**src/rtl/uart_rsp_collector.sv**
```systemverilog
// UART response collector: deframes TX_OUT bytes and assembles 1/2-byte responses.
// Optional expectation timeout compiled in with `define RSP_TIMEOUT_EN.
module uart_rsp_collector #(
    parameter int TIMEOUT_CYC = 4096
) (
    input  logic        CLK,
    input  logic        RST,
    input  logic        SER_IN,
    input  logic [5:0]  PRESCALE,
    input  logic        PAR_EN,
    input  logic        PAR_TYP,
    input  logic        EXP_VLD,
    input  logic        EXP_TWO,
    output logic        BUSY,
    output logic [15:0] RSP_DATA,
    output logic        RSP_VLD,
    output logic        PAR_ERR,
    output logic        STP_ERR,
    output logic        UNEXP,
    output logic        TIMEOUT
);

    typedef enum logic [2:0] {
        D_IDLE, D_START, D_DATA, D_PAR, D_STOP
    } dstate_t;

    typedef enum logic [1:0] {
        A_WAIT, A_BYTE0, A_BYTE1
    } astate_t;

    dstate_t     dstate;
    astate_t     astate;
    logic        sync1;
    logic        sync2;
    logic [5:0]  cnt;
    logic [5:0]  ps;
    logic [5:0]  half;
    logic [2:0]  bit_idx;
    logic [7:0]  shreg;
    logic [7:0]  byte0;
    logic        two;
    logic        par_bad;
    logic        smp;
    logic        wrap;
    logic        frame_end;
    logic        byte_good;
    logic        byte_err;
    logic        to_hit;

    always_ff @(posedge CLK) begin
        if (!RST) begin
            sync1 <= 1'b1;
            sync2 <= 1'b1;
        end else begin
            sync1 <= SER_IN;
            sync2 <= sync1;
        end
    end

    // Unsupported ratios fall back to 8x oversampling
    always_comb begin
        ps = 6'd8;
        if (PRESCALE == 6'd16 || PRESCALE == 6'd32)
            ps = PRESCALE;
        half      = (ps >> 1) - 6'd1;
        smp       = (cnt == half);
        wrap      = (cnt == ps - 6'd1);
        frame_end = (dstate == D_STOP) && smp;
        byte_good = frame_end && sync2 && !par_bad;
        byte_err  = frame_end && (!sync2 || par_bad);
    end

    always_ff @(posedge CLK) begin
        if (!RST) begin
            dstate  <= D_IDLE;
            cnt     <= 6'd0;
            bit_idx <= 3'd0;
            shreg   <= 8'h00;
            par_bad <= 1'b0;
        end else begin
            cnt <= (dstate == D_IDLE || wrap) ? 6'd0 : cnt + 6'd1;
            unique case (dstate)
                D_IDLE: begin
                    if (!sync2)
                        dstate <= D_START;
                end
                D_START: begin
                    if (smp && sync2) begin
                        dstate <= D_IDLE;
                    end else if (wrap) begin
                        dstate  <= D_DATA;
                        bit_idx <= 3'd0;
                        par_bad <= 1'b0;
                    end
                end
                D_DATA: begin
                    if (smp)
                        shreg <= {sync2, shreg[7:1]};
                    if (wrap) begin
                        if (bit_idx == 3'd7)
                            dstate <= PAR_EN ? D_PAR : D_STOP;
                        else
                            bit_idx <= bit_idx + 3'd1;
                    end
                end
                D_PAR: begin
                    if (smp)
                        par_bad <= sync2 != (^shreg ^ PAR_TYP);
                    if (wrap)
                        dstate <= D_STOP;
                end
                D_STOP: begin
                    if (smp)
                        dstate <= D_IDLE;
                end
                default: dstate <= D_IDLE;
            endcase
        end
    end

`ifdef RSP_TIMEOUT_EN
    logic [12:0] tcnt;

    always_ff @(posedge CLK) begin
        if (!RST)
            tcnt <= 13'd0;
        else if ((astate == A_WAIT && EXP_VLD) || byte_good || to_hit)
            tcnt <= 13'd0;
        else if (dstate == D_IDLE)
            tcnt <= tcnt + 13'd1;
    end

    assign to_hit = BUSY && !frame_end && (tcnt == 13'(TIMEOUT_CYC - 1));
`else
    // No counter: an expectation waits indefinitely
    assign to_hit = (TIMEOUT_CYC < 0);
`endif

    always_ff @(posedge CLK) begin
        if (!RST) begin
            astate   <= A_WAIT;
            BUSY     <= 1'b0;
            RSP_DATA <= 16'h0000;
            RSP_VLD  <= 1'b0;
            PAR_ERR  <= 1'b0;
            STP_ERR  <= 1'b0;
            UNEXP    <= 1'b0;
            TIMEOUT  <= 1'b0;
            two      <= 1'b0;
            byte0    <= 8'h00;
        end else begin
            RSP_VLD <= 1'b0;
            UNEXP   <= 1'b0;
            TIMEOUT <= 1'b0;
            PAR_ERR <= frame_end && par_bad;
            STP_ERR <= frame_end && !sync2;
            unique case (astate)
                A_WAIT: begin
                    if (byte_good)
                        UNEXP <= 1'b1;
                    if (EXP_VLD) begin
                        astate <= A_BYTE0;
                        two    <= EXP_TWO;
                        BUSY   <= 1'b1;
                    end
                end
                A_BYTE0: begin
                    if (byte_err) begin
                        astate <= A_WAIT;
                        BUSY   <= 1'b0;
                    end else if (byte_good) begin
                        if (two) begin
                            byte0  <= shreg;
                            astate <= A_BYTE1;
                        end else begin
                            RSP_DATA <= {8'h00, shreg};
                            RSP_VLD  <= 1'b1;
                            astate   <= A_WAIT;
                            BUSY     <= 1'b0;
                        end
                    end
                end
                A_BYTE1: begin
                    if (byte_err) begin
                        astate <= A_WAIT;
                        BUSY   <= 1'b0;
                    end else if (byte_good) begin
                        RSP_DATA <= {shreg, byte0};
                        RSP_VLD  <= 1'b1;
                        astate   <= A_WAIT;
                        BUSY     <= 1'b0;
                    end
                end
                default: begin
                    astate <= A_WAIT;
                    BUSY   <= 1'b0;
                end
            endcase
            if (to_hit) begin
                TIMEOUT <= 1'b1;
                astate  <= A_WAIT;
                BUSY    <= 1'b0;
            end
        end
    end

endmodule

```
**config.mk**
```make
export PLATFORM = sky130hd
export DESIGN_NAME = uart_rsp_collector
export DESIGN_NICKNAME = d
export VERILOG_FILES = /design/src/rtl/uart_rsp_collector.sv
export SDC_FILE = /design/constraint.sdc
export NUM_CORES = 1
export LEC_CHECK = 0
export CAP_MARGIN = 10
export CORE_MARGIN = 2
export CORE_UTILIZATION = 60
export DETAILED_ROUTE_END_ITERATION = 8
export GPL_TIMING_DRIVEN = 0
export MAX_ROUTING_LAYER = met4
export PLACE_DENSITY = 0.91
export SYNTH_ARGS = -nofsm -noshare
export SYNTH_HDL_FRONTEND = slang
export SYNTH_SLANG_ARGS = --single-unit
```
**constraint.sdc**
```tcl
create_clock -name CLK -period 4.35 [get_ports CLK]
set_input_delay 1.305 -clock CLK [delete_from_list [all_inputs] [get_ports CLK]]
set_output_delay 1.305 -clock CLK [all_outputs]
set_load 0.03 [all_outputs]
```
==> impl_metrics.xml <==
<?xml version="1.0" encoding="UTF-8"?>
<metrics>
  <group name="cts">
    <metric name="cts_resized" unit="">0</metric>
    <metric name="worst_skew_pair.late_latency" unit="ps">320</metric>
    <metric name="htreeDepth" unit="">2</metric>
    <metric name="tritoncts_num_sinks" unit="">55</metric>
    <metric name="cts_inserted_buffers" unit="">5</metric>
    <metric name="buffer_levels_on_the_longest_clock_path" unit="">2</metric>
    <metric name="clk_transition_reported_paths" unit="ps">100</metric>
    <metric name="root_driver" unit="">sky130_fd_sc_hd__clkbuf_8</metric>
    <metric name="cts_setup_buffers" unit="">0</metric>
    <metric name="tritoncts" unit="">yes</metric>
    <metric name="holdBufCountCts" unit="">0</metric>
  </group>
  <group name="worst_setup_path">
    <metric name="timing.critical_path.cells" unit="">clkdlybuf4s50_1 &gt; or4_4 &gt; or3_4 &gt; a221oi_4 &gt; buf_6 &gt; nand3_1 &gt; buf_4 &gt; mux2i_1 &gt; nor2_1</metric>
    <metric name="cp_top_family" unit="">simple AND/OR/NAND/NOR gates</metric>
    <metric name="setup.worst_path.end" unit="">byte0[4]</metric>
    <metric name="critPathRequiredTime" unit="ps">4550</metric>
    <metric name="cell_type_of_the_slowest_stage_on_the_worst_timing_path" unit="">sky130_fd_sc_hd__or4_4</metric>
    <metric name="critPathLaunch" unit="">PRESCALE[0]</metric>
    <metric name="critical_path_buf_inv_count" unit="">3</metric>
    <metric name="reg2regPathDepth" unit="">9</metric>
    <metric name="r2r_end" unit="">byte0[4]</metric>
    <metric name="worst-r2r-setup-slack" unit="ps">2190</metric>
    <metric name="startpoint_type" unit="">primary input</metric>
    <metric name="worst_setup_path_end_kind" unit="">flop</metric>
    <metric name="arrival" unit="ps">3760</metric>
    <metric name="worst-path-max-fanout" unit="">10</metric>
    <metric name="crit_path_max_incr_delay" unit="ps">580</metric>
    <metric name="kind_of_critical_path" unit="">in2reg</metric>
    <metric name="r2r-start" unit="">cnt[2]</metric>
    <metric name="critical_path_cell_count" unit="">9</metric>
  </group>
  <group name="placed_design">
    <metric name="portBuffers" unit="">33</metric>
    <metric name="place.gp.congestion" unit="">0.9341</metric>
    <metric name="hpwlAfterDp" unit="µm">4074</metric>
  </group>
  <group name="route">
    <metric name="drt-initial-drc-count" unit="">123</metric>
    <metric name="antenna_left" unit="">0</metric>
    <metric name="number_of_vias_per_cell_after_detailed_routing" unit="">5.576</metric>
    <metric name="dr.pass1.iters" unit="">4</metric>
    <metric name="wl_cell" unit="µm">13.65</metric>
    <metric name="vias" unit="">2236</metric>
    <metric name="finalWirelength" unit="µm">5472</metric>
    <metric name="drt_drc_violations_left" unit="">0</metric>
  </group>
  <group name="run_status">
    <metric name="run_status" unit="">complete, no violations</metric>
  </group>
  <group name="final_layout">
    <metric name="final.fill_count" unit="">359</metric>
    <metric name="final_util" unit="">0.7213</metric>
    <metric name="nets" unit="">368</metric>
    <metric name="drive_above_1_share" unit="">0.1095</metric>
    <metric name="synthToLayoutAreaGrowth" unit="%">17.70</metric>
    <metric name="antennaDiodeCount" unit="">0</metric>
  </group>
  <group name="grt">
    <metric name="grt_pass1_wl" unit="µm">9073</metric>
    <metric name="grt_pass1_vias" unit="">2036</metric>
    <metric name="gr-usage-met3" unit="">0.04972</metric>
    <metric name="globalRoute.busiestLayer" unit="">met2</metric>
    <metric name="grt_start_max_net_pins" unit="">18</metric>
    <metric name="grt.met1_usage" unit="">0.2914</metric>
    <metric name="gr-total-overflow" unit="">0</metric>
    <metric name="track_usage" unit="">0.2208</metric>
    <metric name="met2_usage" unit="">0.3373</metric>
    <metric name="antenna_violations_before_repair" unit="">0</metric>
  </group>
  <group name="die">
    <metric name="fp.dieArea" unit="µm²">5329</metric>
    <metric name="core" unit="µm²">4661</metric>
    <metric name="die_width" unit="µm">73</metric>
    <metric name="rows" unit="">25</metric>
    <metric name="chipHeight" unit="µm">73</metric>
    <metric name="start_util" unit="">0.6129</metric>
    <metric name="ioPinCount" unit="">35</metric>
  </group>
  <group name="job">
    <metric name="drv_cap" unit="">0</metric>
  </group>
  <group name="synth">
    <metric name="yosys_register_bits" unit="">55</metric>
    <metric name="syn_inst" unit="">301</metric>
    <metric name="seq_area_frac_synth" unit="">0.3855</metric>
    <metric name="ys_dominant_reg_cell" unit="">sky130_fd_sc_hd__dfxtp_1</metric>
    <metric name="avgSynthCellArea" unit="µm²">9.490</metric>
    <metric name="synth_edf_count" unit="">0</metric>
    <metric name="syn_area" unit="µm²">2856</metric>
    <metric name="synth.yosys.warnings" unit="">0</metric>
    <metric name="ys_async_sr_fraction" unit="">0</metric>
    <metric name="synth_cell_type_count" unit="">54</metric>
  </group>
  <group name="sta">
    <metric name="final_min_period_over_clock_period" unit="">0.8176</metric>
    <metric name="timing.setup.tns" unit="ps">0</metric>
    <metric name="report.final.slew_viol_count" unit="">0</metric>
    <metric name="worstMarginPinSlew" unit="ps">775.9</metric>
    <metric name="final.min_clock_period" unit="ps">3557</metric>
    <metric name="max_freq" unit="MHz">281.2</metric>
    <metric name="setup_viol_count_final" unit="">0</metric>
    <metric name="max-slew-margin-rel" unit="">0.4745</metric>
    <metric name="hold_violations" unit="">0</metric>
    <metric name="rsz0062_at_grt" unit="">no</metric>
    <metric name="clock-skew-final" unit="ps">16.16</metric>
  </group>
  <group name="pwr">
    <metric name="power_density" unit="nW/µm²">266.6</metric>
    <metric name="leakagePower" unit="nW">1.405</metric>
    <metric name="vdd_ir_drop_max" unit="V">0.0001946</metric>
  </group>
  <group name="worst_hold_path">
    <metric name="min-delay-path-class" unit="">reg2reg</metric>
    <metric name="worst_min_path_start" unit="">sync1</metric>
    <metric name="whs_path_depth" unit="">1</metric>
  </group>
</metrics>
-- cell type report --
cell class / instances / area (µm²) / share of cell area
multi-input cells: 223 / 1637 / 0.4868
flip-flops and latches: 55 / 1101 / 0.3275
repair buffers: 33 / 330.3 / 0.09825
clock inverters: 2 / 16.27 / 0.004838
well taps: 54 / 67.56 / 0.02010
clock buffers: 6 / 72.57 / 0.02159
plain buffers: 18 / 100.1 / 0.02977
inverters: 10 / 37.54 / 0.01116
-- power breakdown --
| part | total [W] | internal, W | leakage, nW | switching, W |
|---|---|---|---|---|
| Combinational | 0.0000940 | 0.0000405 | 0.919 | 0.0000534 |
| Sequential | 0.000516 | 0.000509 | 0.444 | 0.00000633 |
| Clock | 0.000287 | 0.000116 | 0.0418 | 0.000171 |
| Total | 0.000896 | 0.000666 | 1.41 | 0.000230 |
-- per-layer routing --
metal  part of all wire  up-vias
met5                  0        -
met4              0.015        0
met3              0.052        9
met2               0.48       58
met1               0.45     1050
li1                   -     1119
-- kinds of logic (layout without fill, tap and decap cells) --
group / Yosys count / after routing / synth area share
AO/OA/AOI/OAI: 38 / 38 / 0.1196
XOR/XNOR: 20 / 20 / 0.06132
adder cells (fa/ha/maj): 9 / 9 / 0.03942
buffers and inverters: 28 / 69 / 0.04818
flip-flops: 55 / 55 / 0.3855
multiplexers: 39 / 39 / 0.1406
other: 2 / 7 / 0.002629
AND/OR/NAND/NOR: 110 / 110 / 0.2028
-- per-stage QoR --
step	power (W)	worst slack, ps	instances	cell area (µm²)	hold WS (ps)
3_3_place_gp	0.0006162	473.4	393	3273	389.7
6_report	0.0008962	793.5	401	3362	433.6
2_1_floorplan	0.0005907	1047	306	2875	386.3
5_1_grt	0.0009315	662.4	401	3362	465.6
3_5_place_dp	0.0006196	434.9	393	3273	410.7
4_1_cts	0.0008961	769.7	401	3362	434.1
-- Yosys cell counts (2+ instances only) --
library cell / count / area share
sky130_fd_sc_hd__nand2b_1: 2 / 0.0044
sky130_fd_sc_hd__mux2i_1: 30 / 0.11
sky130_fd_sc_hd__clkbuf_1: 11 / 0.014
sky130_fd_sc_hd__o21ai_1: 2 / 0.0035
sky130_fd_sc_hd__xnor2_1: 13 / 0.040
sky130_fd_sc_hd__xor2_1: 7 / 0.021
sky130_fd_sc_hd__buf_2: 2 / 0.0035
sky130_fd_sc_hd__a21oi_1: 13 / 0.023
sky130_fd_sc_hd__a211oi_1: 4 / 0.011
sky130_fd_sc_hd__and2_1: 11 / 0.024
sky130_fd_sc_hd__dfxtp_1: 55 / 0.39
sky130_fd_sc_hd__nand3_1: 15 / 0.026
sky130_fd_sc_hd__inv_1: 9 / 0.012
sky130_fd_sc_hd__nand2_1: 19 / 0.025
sky130_fd_sc_hd__buf_6: 3 / 0.012
sky130_fd_sc_hd__a21oi_2: 2 / 0.0061
sky130_fd_sc_hd__or3_4: 2 / 0.0079
sky130_fd_sc_hd__nor2_1: 38 / 0.050
sky130_fd_sc_hd__conb_1: 2 / 0.0026
sky130_fd_sc_hd__o21ai_0: 2 / 0.0035
sky130_fd_sc_hd__and3_1: 2 / 0.0044
sky130_fd_sc_hd__buf_4: 2 / 0.0053
sky130_fd_sc_hd__mux2_2: 9 / 0.035
sky130_fd_sc_hd__nand4_1: 2 / 0.0044
sky130_fd_sc_hd__nand3b_1: 3 / 0.0079
sky130_fd_sc_hd__nor2b_1: 4 / 0.0088
sky130_fd_sc_hd__nor3b_1: 2 / 0.0053
sky130_fd_sc_hd__ha_1: 9 / 0.039
-- cells in the final DEF (no fill, tap or decap), types with 9 or more instances in the layout --
master                            Yosys  final
sky130_fd_sc_hd__nor2_1              38     38
sky130_fd_sc_hd__xnor2_1             13     13
sky130_fd_sc_hd__inv_1                9      9
sky130_fd_sc_hd__dfxtp_1             55     55
sky130_fd_sc_hd__ha_1                 9      9
sky130_fd_sc_hd__clkdlybuf4s50_1      0     33
sky130_fd_sc_hd__and2_1              11     11
sky130_fd_sc_hd__a21oi_1             13     13
sky130_fd_sc_hd__nand2_1             19     19
sky130_fd_sc_hd__nand3_1             15     15
sky130_fd_sc_hd__mux2i_1             30     30
sky130_fd_sc_hd__mux2_2               9      9
sky130_fd_sc_hd__clkbuf_1            11     12
-- registers in the layout, summed over array words and instances (netlist names) --
name,cells
shreg,8
dstate,3
UNEXP,1
STP_ERR,1
sync2,1
sync1,1
RSP_VLD,1
PAR_ERR,1
BUSY,1
RSP_DATA,16
cnt,6
par_bad,1
bit_idx,3
astate,2
two,1
byte0,8
-- worst min path at each step --
stage / endpoint
final: sync2
after global routing: sync2
after CTS: sync2
after detailed placement: sync2
after global placement: sync2
after floorplan: sync2
Power figures use the tool's default switching activity.
